$ cat src/rtl/serial_add_ctrl.sv
// serial_add_ctrl: sequences one external combinational full adder over WIDTH-bit operands, LSB first
//
// Ports:
//   clk, rst            clock, asynchronous active-high reset
//   start, a, b, cin    request and operands, latched when start is seen in IDLE
//   busy                high while an addition is in progress
//   done                one-cycle pulse, sum/cout (and ovf) valid
//   sum, cout           result, held until the next completion
//   fa_a, fa_b, fa_cin  drive to the shared full adder
//   fa_sum, fa_carry    full adder outputs, consumed in the same cycle
//   ovf                 signed overflow, only when SERIAL_ADD_OVF_EN is defined
module serial_add_ctrl #(
   parameter int WIDTH = 8
) (
   input  logic             clk,
   input  logic             rst,
   input  logic             start,
   input  logic [WIDTH-1:0] a,
   input  logic [WIDTH-1:0] b,
   input  logic             cin,
   output logic             busy,
   output logic             done,
   output logic [WIDTH-1:0] sum,
   output logic             cout,
   output logic             fa_a,
   output logic             fa_b,
   output logic             fa_cin,
   input  logic             fa_sum,
   input  logic             fa_carry
`ifdef SERIAL_ADD_OVF_EN
   ,
   output logic             ovf
`endif
);
   localparam int CW = $clog2(WIDTH + 1);
   typedef enum logic {IDLE, SHIFT} state_t;
   state_t           state_q, state_d;
   logic [WIDTH-1:0] a_sr_q, b_sr_q, sum_sr_q, sum_q, sum_sr_d;
   logic [CW-1:0]    cnt_q;
   logic             carry_q, cout_q, done_q, last;
   // new sum bit enters at the MSB; written with shifts so WIDTH=1 stays legal
   assign sum_sr_d = (sum_sr_q >> 1) | (WIDTH'(fa_sum) << (WIDTH - 1));
   assign last     = (state_q == SHIFT) && (cnt_q == CW'(WIDTH - 1));
   assign done     = done_q;
   assign sum      = sum_q;
   assign cout     = cout_q;
   always_ff @(posedge clk or posedge rst)
      if (rst) state_q <= IDLE;
      else     state_q <= state_d;
   always_comb begin
      state_d = state_q;
      if (state_q == IDLE && start) state_d = SHIFT;
      if (last)                     state_d = IDLE;
   end
   // carry_q still holds the final carry in IDLE, so the adder drive is gated
   always_comb begin
      busy   = state_q == SHIFT;
      fa_a   = busy & a_sr_q[0];
      fa_b   = busy & b_sr_q[0];
      fa_cin = busy & carry_q;
   end
   always_ff @(posedge clk or posedge rst) begin
      if (rst) begin
         a_sr_q   <= '0;
         b_sr_q   <= '0;
         sum_sr_q <= '0;
         sum_q    <= '0;
         cnt_q    <= '0;
         carry_q  <= 1'b0;
         cout_q   <= 1'b0;
         done_q   <= 1'b0;
      end else if (state_q == IDLE) begin
         done_q <= 1'b0;
         if (start) begin
            a_sr_q   <= a;
            b_sr_q   <= b;
            carry_q  <= cin;
            cnt_q    <= '0;
            sum_sr_q <= '0;
         end
      end else begin
         a_sr_q   <= a_sr_q >> 1;
         b_sr_q   <= b_sr_q >> 1;
         sum_sr_q <= sum_sr_d;
         carry_q  <= fa_carry;
         cnt_q    <= last ? '0 : cnt_q + CW'(1);
         done_q   <= last;
         if (last) begin
            sum_q  <= sum_sr_d;
            cout_q <= fa_carry;
         end
      end
   end
`ifdef SERIAL_ADD_OVF_EN
   // carry into the MSB xor carry out of the MSB
   always_ff @(posedge clk or posedge rst)
      if (rst)       ovf <= 1'b0;
      else if (last) ovf <= carry_q ^ fa_carry;
`endif
endmodule
$ cat config.mk
export PLATFORM = sky130hd
export DESIGN_NAME = serial_add_ctrl
export DESIGN_NICKNAME = d
export VERILOG_FILES = /design/src/rtl/serial_add_ctrl.sv
export SDC_FILE = /design/constraint.sdc
export NUM_CORES = 1
export LEC_CHECK = 0
export CAP_MARGIN = 5
export CORE_UTILIZATION = 53
export CTS_CLUSTER_SIZE = 40
export DETAILED_ROUTE_END_ITERATION = 10
export HOLD_SLACK_MARGIN = 0.06
export PLACE_DENSITY_LB_ADDON = 0.3
export SLEW_MARGIN = 20
export SYNTH_ARGS = -nofsm -noshare
export SYNTH_HDL_FRONTEND = slang
export SYNTH_SLANG_ARGS = --single-unit
$ cat constraint.sdc
create_clock -name clk -period 3.8 [get_ports clk]
set_input_delay 0.76 -clock clk [delete_from_list [all_inputs] [get_ports clk]]
set_output_delay 0.76 -clock clk [all_outputs]
set_load 0.05 [all_outputs]
==> metrics.md <==
| Metric | Value |
|---|---|
| Slew Limit Fails | 0 |
| Synthesized area per cell | 10.0 um^2 |
| Die Area | ~0.0034 mm^2 |
| Post-synth ARST share | 100% |
| CTS tree | done |
| Gr usage total | about a fifth |
| Max incr delay on CP | between 0.7 and 0.8 ns |
| Hold Fails Final Rpt | 0 |
| Slew @ Worst Pin | 0.867 ns |
| Via total after detailed routing | approximately 1,200 |
| Warnings from Yosys | 0 |
| Top_reg_cell synth | dfrtp_1 |
| Gate Count Post-Synth | 169 |
| Post-synth EDFFs | 0 |
| Clk root buf | clkbuf_4 |
| Clk_skew | about 0.0044 ns |
| Routed Antenna Nets | 0 |
| Static leakage | a little over 1 nW |
| DRC Markers | 1 |
| Post-synth top area share | ~58% |
| Final setup fails | 0 |
| Initial DRC count | 45 |
| Clock buffer depth | 2 |
| Min Clock Period, post-route | roughly 2.8 ns |
| Crit-path max FO | 22 |
| Die W | 58.5 um |
| Post-route cell area | 0.00213 mm^2 |
| Most instantiated cells after synthesis | nand2_1 (50), dfrtp_1 (39), o21ai_0 (24), mux2i_1 (17) |
| Worst skew pair latency | 0.34 ns |
| RSZ-0062 raised after global routing | false |
| Failing checks | DRC |
| Dpl hpwl | ~2200 um |
| Share of cells above drive strength 1 | slightly below 5% |
| Final period utilization | 74.7% |
| Number of global-route vias before repair | around 1,200 |
| CP top delay family | buffers and inverters |
| Slew HR | a little over two fifths |
| Area grow syn2layout | 25.5% |
| Number of max-cap violations | 0 |
| Status | finished with violations |
| Crit path buf inv count | 1 |
| Syn Nets | between 150 and 200 |
| # fillers | 277 |
| Pwr/cell area | between 700 and 800 mW/mm^2 |
| GP Congestion | about 0.72 |
| Synth cell types | 22 |
| FP Rows | 20 |
| Final antenna diode count | 0 |
| Synthesis-stage register bit count | 39 |
| Ports | 36 |
| CORE AREA | 0.00305 mm^2 |
| CP cell instances | and2_1 -> clkdlybuf4s50_1 |
| Most frequent cell after synthesis | nand2_1 |
| Seq/Total Area, Yosys | between 50% and 60% |
| Worst-path clk slew | 0.11 ns |
| First-pass GRT wire length | 4970 um |
| H-tree lvl count | 2 |
| Multi-input logic area | roughly 640 um^2 |
| WL final | between 3000 and 4000 um |
| Path type of the worst min-delay path | reg2reg |
| Peak supply drop | a little under 0.4 mV |
| Post-CTS Setup Inserts | 0 |
| Vias/cell | between 4 and 5 |
| CP arrival | between 2 and 2.5 ns |
| Antenna violations before repair | 0 |
| Pin count of the biggest net entering global routing | 39 |
| Hold-fix buffers at CTS | 0 |
| CP required | 3.04 ns |
| Post-synth top area cell | dfrtp_1 |
| Starting density of the core | a little under three fifths |
| Detailed-route wire length per cell | around 12 um |
| Startpoint types | flip-flop |
| Footprint of the flip-flops and latches | 976 um^2 |
| Max Fclk | between 300 and 400 MHz |
| Critical path endpoint category | output port |
| Die height | just under 60 um |
| Cell Area, Synth | 0.00169 mm^2 |
| DR pass1 iterations | 7 |
| Worst Setup Path Type | reg2out |
| Placed inst area | ~0.0021 mm^2 |
| Clock Sinks | 39 |
| Port bufs | 35 |
| Total grt overflow | 0 |
| Final setup TNS | 0 ns |
| Worst-path cell with the longest stage delay | clkdlybuf4s50_1 |
| Number of buffers created by CTS | 5 |
| # nets final | roughly 230 |
| Leading post-synthesis cells by cell area | dfrtp_1 (58%), nand2_1 (11%), mux2i_1 (10%) |
| Total Power | 0.00164 W |
| Post-CTS sizing | 0 |
==> per-stage QoR <==
step                      hold WS, ns  setup slack [ns]  util (%)  cells
after global routing            0.490             0.874      69.6    248
after detailed placement        0.453              1.34      67.4    240
after floorplan                 0.440              1.55         -    169
after global placement          0.453              1.33      67.4    240
final                           0.480             0.960      69.6    248
after CTS                       0.478             0.956      69.6    248
==> layout make-up <==
cell class / instances / share of cell area, %
inverter: 4 / 0.706
clock buffer: 8 / 3.24
timing repair buffer: 38 / 17.5
tap: 44 / 2.59
multi-input combinational: 115 / 30.0
sequential: 39 / 45.9
==> logic make-up (layout without fill, tap and decap cells) <==
family,after synthesis,after routing,share of synthesized area [%]
compound gates,27,27,8.42
simple gates,69,69,17.9
mux,17,17,10.0
xor+xnor,1,1,0.517
buf+inv,15,50,4.73
fa+ha+maj,1,1,0.738
flops,39,39,57.6
==> layer usage <==
layer / GRT usage (%) / up-vias / routed length [um]
li1: - / 618 / -
met1: 20.4 / 580 / 1260
met2: 37.1 / 28 / 1570
met3: 4.84 / 8 / 120
met4: 10.9 / 0 / 67
met5: 0 / - / 0
==> worst reg2reg max path, cell delays in order, from the launching register on <==
cell,delay (ns)
dfrtp_1,0.74
nand4b_1,0.55
inv_1,0.48
o32ai_1,0.17
==> cell usage in the layout, fill, tap and decap left out, drive strengths merged, types with 3 or more instances in the layout <==
cell type | synthesis | final
nand2 | 50 | 50
dfrtp | 39 | 39
clkdlybuf4s50 | 0 | 35
o21ai | 24 | 24
mux2i | 17 | 17
clkbuf | 1 | 8
nand2b | 7 | 7
inv | 4 | 4
nor2 | 4 | 4
and2 | 3 | 3
buf | 10 | 3
==> flip-flops by register name (all words and copies together) (netlist names) <==
register  cells
carry_q       1
busy          1
a_sr_q        8
sum_sr_q      7
cnt_q         4
cout          1
b_sr_q        8
done          1
sum           8
==> power breakdown <==
part | internal (W) | total, W | switching [W]
registers | 0.000576 | 0.000697 | 0.000121
clock network | 0.000109 | 0.000237 | 0.000128
logic | 0.000267 | 0.000705 | 0.000438
==> worst paths after layout <==
path | from | to | slack (ns) | cells past startpoint
max | busy | fa_a | 0.96 | 2
max reg2reg | busy | cnt_q[1] | 1.73 | 3
min | sum[3] | sum[3] | 0.48 | 2
min reg2reg | sum[3] | sum[3] | 0.48 | 2
min in group asynchronous | rst | sum[0] | 0.89 | 2
max in group asynchronous | rst | a_sr_q[1] | 2.18 | 3
Note: power is estimated with default switching activity, not from simulation.
